--- src/rtl/seg7_pkg.sv ---
`default_nettype none
// ============================================================================
// seg7_pkg : shared seven-segment pattern table, FSM states and decode helper
// Revision : 1.0
// ============================================================================
package seg7_pkg;

  typedef enum logic [1:0] {
    IDLE  = 2'd0,
    SHIFT = 2'd1,
    CHECK = 2'd2
  } seg7_state_t;

  // Segment patterns (gfedcba), index = hex digit; shared with the encoder side.
  localparam logic [15:0][6:0] c_seg_table = {
    7'h71, 7'h79, 7'h5E, 7'h39, 7'h7C, 7'h77, 7'h6F, 7'h7F,
    7'h07, 7'h7D, 7'h6D, 7'h66, 7'h4F, 7'h5B, 7'h06, 7'h3F
  };

  function automatic logic [4:0] seg7_to_hex(input logic [6:0] pattern);
    logic [4:0] result;
    result = 5'd0;
    for (int i = 0; i < 16; i++) begin
      if (pattern == c_seg_table[i]) result = {1'b1, i[3:0]};
    end
    return result;
  endfunction

endpackage
`default_nettype wire

--- src/rtl/seg7_pattern_lut.sv ---
`default_nettype none
// ============================================================================
// seg7_pattern_lut : combinational segment pattern -> {hit, hex nibble}
// Revision : 1.0
// ============================================================================
module seg7_pattern_lut
  import seg7_pkg::*;
(
  input  logic [6:0] i_pattern,
  output logic       o_hit,
  output logic [3:0] o_nibble
);

  assign {o_hit, o_nibble} = seg7_to_hex(i_pattern);

endmodule
`default_nettype wire

--- src/rtl/seg7_stream_decoder.sv ---
`default_nettype none
// ============================================================================
// seg7_stream_decoder : serial seven-segment frame receiver with hex decode
// Revision : 1.0
// ============================================================================
module seg7_stream_decoder
  import seg7_pkg::*;
#(
  parameter bit          SEG_ACTIVE_LOW = 1'b0,
  parameter int unsigned HB_BIT         = 12
) (
  input  logic [7:0] io_in,
  output logic [7:0] io_out
);

  logic w_clk, w_rst_n, w_sdata, w_sframe, w_confirm;
  logic w_unused_pins;

  assign w_clk         = io_in[0];
  assign w_rst_n       = io_in[1];
  assign w_sdata       = io_in[2];
  assign w_sframe      = io_in[3];
  assign w_confirm     = io_in[4];
  assign w_unused_pins = &{1'b0, io_in[7:5]};

  seg7_state_t r_state, w_state_next;
  logic        w_start, w_shift_in;
  logic [6:0]  r_shift, r_prev;
  logic [3:0]  r_count;
  logic        r_overrun;
  logic [3:0]  r_nibble;
  logic        r_valid, r_err;
  logic [HB_BIT:0] r_hb_cnt;

  logic [6:0] w_pattern;
  logic       w_hit, w_frame_ok, w_accept;
  logic [3:0] w_lut_nibble;

  always_ff @(posedge w_clk or negedge w_rst_n) begin
    if (!w_rst_n) r_state <= IDLE;
    else          r_state <= w_state_next;
  end

  always_comb begin
    w_state_next = r_state;
    w_start      = 1'b0;
    w_shift_in   = 1'b0;
    case (r_state)
      IDLE: begin
        if (w_sframe) begin
          w_start      = 1'b1;
          w_state_next = SHIFT;
        end
      end
      SHIFT: begin
        if (w_sframe) w_shift_in   = 1'b1;
        else          w_state_next = CHECK;
      end
      CHECK: begin
        // A frame may start in the same cycle the previous one is evaluated.
        if (w_sframe) begin
          w_start      = 1'b1;
          w_state_next = SHIFT;
        end else begin
          w_state_next = IDLE;
        end
      end
      default: w_state_next = IDLE;
    endcase
  end

  always_ff @(posedge w_clk or negedge w_rst_n) begin
    if (!w_rst_n) begin
      r_shift   <= 7'd0;
      r_count   <= 4'd0;
      r_overrun <= 1'b0;
    end else if (w_start) begin
      r_shift   <= {6'd0, w_sdata};
      r_count   <= 4'd1;
      r_overrun <= 1'b0;
    end else if (w_shift_in) begin
      if (r_count < 4'd7) r_shift[r_count[2:0]] <= w_sdata;
      else                r_overrun             <= 1'b1;
      if (r_count != 4'd8) r_count <= r_count + 4'd1;
    end
  end

  assign w_pattern = SEG_ACTIVE_LOW ? ~r_shift : r_shift;

  seg7_pattern_lut u_lut (
    .i_pattern (w_pattern),
    .o_hit     (w_hit),
    .o_nibble  (w_lut_nibble)
  );

  assign w_frame_ok = (r_count == 4'd7) && !r_overrun;
  assign w_accept   = w_frame_ok && w_hit && (!w_confirm || (w_pattern == r_prev));

  always_ff @(posedge w_clk or negedge w_rst_n) begin
    if (!w_rst_n) begin
      r_nibble <= 4'd0;
      r_valid  <= 1'b0;
      r_err    <= 1'b0;
      r_prev   <= 7'h00;
    end else begin
      r_valid <= 1'b0;
      if (r_state == CHECK) begin
        if (!w_frame_ok) begin
          r_err <= 1'b1;
        end else begin
          // Any complete frame becomes the reference for confirm mode.
          r_prev <= w_pattern;
          if (!w_hit) begin
            r_err <= 1'b1;
          end else if (w_accept) begin
            r_nibble <= w_lut_nibble;
            r_valid  <= 1'b1;
            r_err    <= 1'b0;
          end
        end
      end
    end
  end

  always_ff @(posedge w_clk or negedge w_rst_n) begin
    if (!w_rst_n) r_hb_cnt <= '0;
    else          r_hb_cnt <= r_hb_cnt + {{HB_BIT{1'b0}}, 1'b1};
  end

  assign io_out = {r_hb_cnt[HB_BIT], (r_state != IDLE), r_err, r_valid, r_nibble};

endmodule
`default_nettype wire

--- config.mk ---
export PLATFORM = sky130hd
export DESIGN_NAME = seg7_stream_decoder
export DESIGN_NICKNAME = d
export VERILOG_FILES = /design/src/rtl/seg7_pkg.sv /design/src/rtl/seg7_pattern_lut.sv /design/src/rtl/seg7_stream_decoder.sv
export SDC_FILE = /design/constraint.sdc
export NUM_CORES = 1
export LEC_CHECK = 0
export CORE_MARGIN = 3
export CORE_UTILIZATION = 35
export DETAILED_ROUTE_END_ITERATION = 8
export GPL_ROUTABILITY_DRIVEN = 0
export PLACE_DENSITY_LB_ADDON = 0.15
export SKIP_LAST_GASP = 1
export SLEW_MARGIN = 10
export SYNTH_ARGS = -nofsm -noshare
export SYNTH_HDL_FRONTEND = slang
export SYNTH_SLANG_ARGS = --single-unit
--- constraint.sdc ---
create_clock -name io_in -period 2.21 [get_ports io_in]
set_input_delay 0.221 -clock io_in [delete_from_list [all_inputs] [get_ports io_in]]
set_output_delay 0.221 -clock io_in [all_outputs]
set_load 0.03 [all_outputs]
==> reports/metrics.cfg, run 1 <==
[status]
outcome=finished, violations left
violations=hold timing

[routing]
drt_pass1_iterations=4
detail_route.vias_per_cell=5.34
num_vias=1964
drcViolationCount=0
drt-total-wl_um=5770
final_antenna_net_count=0
post_drt_wl_per_cell_um=15.7
first_iter_violations=138

[global_routing]
grtUsageMet1_pct=16.1
busiest_layer=met4
grt_max_degree=14
grt_use_total_pct=20.6
grt_pass1_vias=2371
grt-ovfl-total=0
antenna_found_initial=0
grtUsageMet2_pct=18.9
grt_pass1_wl_um=9510
grtUsageMet3_pct=25.6

[timing]
fmax_ghz=0.466
period_share_pct=97.1
holdWs_ns=-0.327
timing.final.ws_setup_ns=0.0635
tightest_slew_ns=0.376
setup_violations=0
final_max_slew_viol_count=0
min_period_ns=2.15
hold_viol_final=40
skew_ns=0.00576
relSlewSlack_pct=74.6

[critical_path]
path_class=reg2reg
worstPathArrival_ns=2.36
cp_max_fo=6
required_ns=2.42
startpoint_type=flip-flop
cp-end-kind=flip-flop

[yosys]
synthSimpleGateAreaFrac_pct=21.5
yosysSeqAreaShare_pct=46.1
yosysWarnings=0
yosysTopAreaCellShare_pct=46.1
syn-num-nets=230
synth-compound-area-share_pct=9.50
synth_largest_area_cell=dfrtp_1
netlist_instances=219
synth_seq_cells=40
synth_flop_cell=dfrtp_1
async_flop_share_pct=100
yosys.area_share.adder_pct=1.73
synth-edff-count=0
synth.distinct_cells=48
synth_mux_area_share_pct=8.52
synth_area_um2=2170
syn_avg_cell_area_um2=9.92
synth_most_common_cell=dfrtp_1
synth-xor-area-share_pct=8.06
synth.top_cells.by_count=dfrtp_1 (40), nand2_1 (17), nor2_1 (16)
synth_area_leaders=dfrtp_1 (46%), xnor2_1 (5.2%), mux2_2 (4.1%), nand3_1 (3.5%), nand2_1 (2.9%)
synth_top_family_by_area=simple AND/OR/NAND/NOR gates

[place]
dp.cells=298
hpwlAfterDp_um=2980
io_buffers=8
place_area_um2=2350
detailedPlace.worstSlack_ns=0.145

[layout]
final_cell_area_um2=3300
drive_gt1_share_pct=39.2
final_cells=368
syn_to_final_growth_pct=52.0
n_antenna_cell=0
finish.utilization_pct=55.5
nNetsFinal=292
nFillCells=510

[power_and_ir_drop]
power.density_nw_per_um2=1450
p_leak_nw=1.54
power.total_w=0.00479
vdd_drop_max_v=0.000780

[floorplan]
chipHeight_um=84.8
die_w_um=84.8
rows=28
start_util_pct=36.5
core_um2=5960
io_pins=16
dieArea_um2=7190

[job]
maxCapViolations=0

[clocking]
clkLatencyLatePin_ns=0.29
clkSlewWorstSetupHoldPaths_ns=0.08
postCtsHoldBufs=0
cts_tree=yes

[min_path]
hold_class=clk2async

==> state kept, by name, summed over array words and instances (netlist names) <==
register and cells:
r_count 4, r_err 1, r_hb_cnt 13, r_nibble 4, r_overrun 1, r_prev 7, r_shift 7, r_state 2
r_valid 1
==> worst max-delay path, stage by stage (launching register included) <==
cell	delay [ns]
dfrtp_2	0.41
buf_6	0.16
clkinvlp_4	0.11
ha_1	0.19
and3b_1	0.18
o21ai_2	0.13
nand2_1	0.08
clkbuf_8	0.14
clkbuf_8	0.12
nor2_1	0.11
clkbuf_8	0.15
clkbuf_8	0.11
nand2_1	0.04
o21ai_0	0.13
==> cell type report <==
class | instances | area (um2) | area share (%)
multi-input cells | 158 | 1170 | 35.6
inverters | 4 | 18.8 | 0.568
flip-flops and latches | 40 | 1010 | 30.6
repair buffers | 30 | 260 | 7.88
clock inverters | 13 | 133 | 4.02
clock buffers | 48 | 613 | 18.6
well taps | 75 | 93.8 | 2.84
==> power breakdown <==
group | total [W] | switching, W | leakage, nW | internal [W]
clock | 0.00403 | 0.00161 | 0.575 | 0.00242
combinational | 0.000000000409 | 0 | 0.409 | 0
sequential | 0.000762 | 0 | 0.554 | 0.000762
total | 0.00479 | 0.00161 | 1.54 | 0.00318
==> worst paths after layout <==
kind	startpoint	end	slack [ns]	cells after the start
max	r_count[1]	r_count[2]	0.06	13
min	io_in[1]	r_prev[4]	-0.33	2
max reg2reg	r_count[1]	r_count[2]	0.06	13
min reg2reg	r_hb_cnt[8]	r_hb_cnt[8]	0.47	1
max in group asynchronous	io_in[1]	r_shift[0]	2.40	2
min in group io_in	io_in[3]	r_count[0]	0	3
==> routing by layer <==
layer,vias up,wire (um)
met5,-,0
met4,0,207
met3,22,581
met2,117,2550
met1,917,2420
li1,908,-
==> layout by cell type, fill, tap and decap left out, drive strengths merged, types with 2 or more instances in the layout <==
master         synthesis  layout
and3                   5       5
buf                   10      29
nand4                  4       4
xnor2                 13      13
xor2                   7       7
clkbuf                 5      41
dfrtp                 40      40
nand3                 15      15
nand2                 17      17
a31oi                  2       2
clkinvlp               0       2
nor2b                  2       2
bufinv                 0       4
ha                     3       3
mux2                  11      11
nor2                  16      16
o21ai                  9       9
nor3                   9       9
nand2b                 2       2
or2                    3       3
nor4                   3       3
a21oi                  6       6
inv                    6       8
mux2i                  5       5
a21o                   2       2
o21bai                 2       2
nor3b                  4       4
clkdlybuf4s50          0       8
clkinv                 0       3
==> stage by stage <==
stage | hold WS (ns) | TNS, ns
2_1_floorplan | -0.296 | 0
3_3_place_gp | -0.296 | 0
3_5_place_dp | -0.296 | 0
4_1_cts | -0.329 | 0
5_1_grt | -0.345 | -0.165
6_report | -0.327 | 0
==> timing repair <==
item	CTS	global route
pin swaps	7	12
setup buffers	9	6
setup endpoints to repair	13	17
resized for setup	18	21
hold endpoints to repair	0	0
==> kinds of logic (layout without fill, tap and decap cells) <==
family / Yosys count / after routing
muxes: 16 / 16
AOI/OAI and AO/OA: 31 / 31
buffers and inverters: 21 / 95
and+or+nand+nor: 88 / 88
adders and majority gates: 3 / 3
xor gates and xnor gates: 20 / 20
DFF: 40 / 40
No activity file was read; power rests on OpenSTA's default activity.
==> run 2: changes to the inputs <==
--- a/config.mk
+++ b/config.mk
@@ -15,3 +15,4 @@
 export SYNTH_ARGS = -nofsm -noshare
 export SYNTH_HDL_FRONTEND = slang
 export SYNTH_SLANG_ARGS = --single-unit
+export TNS_END_PERCENT = 50
==> reports/metrics.cfg, run 2 (synthesized netlist as in run 1, its figures left out) <==
[global_routing]
grt-ovfl-total=0  ; unchanged
antenna_found_initial=0  ; unchanged
grt_max_degree=14  ; unchanged
grt_pass1_vias=2371  ; unchanged
grt_pass1_wl_um=9510  ; unchanged
grt_use_total_pct=20.6  ; unchanged

[layout]
final_cell_area_um2=3280  ; was 3300 um2
finish.utilization_pct=55.1  ; was 55.5%
regArea_um2=1010  ; unchanged
largest_reg_flops=13  ; unchanged
final_cell_mix=clkbuf_8 (38), dfrtp_1 (33), buf_4 (19)  ; was clkbuf_8 (38), dfrtp_1 (33), buf_4 (21)
syn_to_final_growth_pct=51.1  ; was 52.0%
nFillCells=515  ; was 510
multiInputGateArea_um2=1170  ; unchanged
drive_gt1_share_pct=38.5  ; was 39.2%
mostFrequentLayoutCell=clkbuf_8  ; unchanged
largest_registers=r_hb_cnt: 13 flops, r_prev: 7 flops, r_shift: 7 flops  ; unchanged
nNetsFinal=290  ; was 292
regMostFlops=r_hb_cnt  ; unchanged
n_antenna_cell=0  ; unchanged

[timing]
period_share_pct=97.1  ; about the same
min_period_ns=2.15  ; about the same
hold_viol_final=40  ; unchanged
setup_violations=0  ; unchanged
final_max_slew_viol_count=0  ; unchanged
holdWs_ns=-0.326  ; was -0.327 ns
tns_ns=0  ; unchanged
relSlewSlack_pct=74.6  ; about the same
fmax_ghz=0.469  ; was 0.466 GHz
rsz0062_at_grt=true
skew_ns=0.00577  ; was 0.00576 ns
tightest_slew_ns=0.376  ; about the same

[critical_path]
timing.rr.start=r_count[1]  ; unchanged
worstPathArrival_ns=2.33  ; was 2.36 ns
startpoint_type=clock port  ; was flip-flop
cp_max_fo=6  ; unchanged
cp-end-kind=flip-flop  ; unchanged
path_class=clk2reg  ; was reg2reg
rr_worst_depth=10  ; was 13
required_ns=2.39  ; was 2.42 ns
worst-r2r-setup-slack_ns=0.08  ; was 0.06 ns
r2r-end=r_shift[4]  ; was r_count[2]

[floorplan]
core_um2=5960  ; unchanged
die_w_um=84.8  ; unchanged
chipHeight_um=84.8  ; unchanged
io_pins=16  ; unchanged
dieArea_um2=7190  ; unchanged
start_util_pct=36.5  ; unchanged
rows=28  ; unchanged

[place]
hpwlAfterDp_um=2980  ; unchanged
io_buffers=8  ; unchanged
place_area_um2=2350  ; unchanged

[routing]
drcViolationCount=0  ; unchanged
num_vias=1946  ; was 1964
final_antenna_net_count=0  ; unchanged
drt-total-wl_um=5670  ; was 5770 um
post_drt_wl_per_cell_um=15.5  ; was 15.7 um
first_iter_violations=89  ; was 138
drt_pass1_iterations=4  ; unchanged
detail_route.vias_per_cell=5.32  ; was 5.34

[job]
maxCapViolations=0  ; unchanged

[clocking]
cts_tree=yes  ; unchanged
postCtsHoldBufs=0  ; unchanged
clkSlewWorstSetupHoldPaths_ns=0.08  ; about the same
clkLatencyLatePin_ns=0.29  ; about the same

[min_path]
hold_class=clk2async  ; unchanged

[power_and_ir_drop]
vdd_drop_max_v=0.000776  ; was 0.000780 V
power.total_w=0.00478  ; was 0.00479 W
power.density_nw_per_um2=1450  ; about the same
p_leak_nw=1.53  ; was 1.54 nW

[status]
outcome=finished, violations left  ; unchanged
violations=hold timing  ; unchanged

[run 2: cell count changes in the layout (fill, tap and decap cells not counted)]
| cell | previous run | this run |
|---|---|---|
| inv_1 | 6 | 7 |
| clkinvlp_4 | 2 | 1 |
| buf_4 | 21 | 19 |
[run 2: stage by stage]
| stage | cells | worst slack (ns) |
|---|---|---|
| finish | 366 | 0.0649 |
| floorplan | 219 | 0.0837 |
| global placement | 298 | 0.155 |
| detailed placement | 298 | 0.145 |
| global route | 366 | -0.0723 |
| CTS | 364 | 0.00656 |
[run 2: critical path: stages]
cell and delay (ns):
clkbuf_8 0.13, nor3b_4 0.16, buf_6 0.13, clkbuf_8 0.13, nand2_4 0.08, buf_8 0.10
nor3_2 0.04, nor2_1 0.15, mux2_4 0.31
[run 2: how the worst max path moves through the flow]
stage	startpoint	endpoint	slack, ns	depth (start not counted)
finish	io_in[3]	r_shift[0]	0.06	9
global route	r_count[1]	r_shift[4]	-0.07	10
CTS	io_in[3]	r_shift[0]	0.007	9
detailed placement	r_shift[3]	r_nibble[0]	0.15	6
global placement	r_shift[3]	r_nibble[0]	0.15	6
floorplan	io_in[3]	r_shift[0]	0.08	6
[run 2: repair_timing]
item / in CTS / in global routing
resized for setup: 18 / 20
endpoints found under the setup margin: 13 / 17
pin swaps: 7 / 12
setup buffers: 9 / 4
[run 2: final cells by class]
type                       instances  share of cell area [%]
clock buffer                      48                    18.7
inverter                           4                   0.457
timing repair buffer              28                    7.47
multi-input combinational        158                    35.8
tap                               75                    2.86
clock inverter                    13                    4.04
sequential                        40                    30.7
[run 2: metal layers]
metal	up-vias	global-route usage [%]	wire, um	share of wire, %
li1	905	-	-	-
met1	917	16.1	2430	43
met5	-	2.80	0	0
met3	19	25.6	545	9.6
met2	105	18.9	2490	44
met4	0	30.9	208	3.7
[run 2: power breakdown]
part / leakage (nW) / internal [W] / switching, W
clock: 0.575 / 0.00242 / 0.00160
combinational: 0.399 / 0 / 0
sequential: 0.554 / 0.000762 / 0
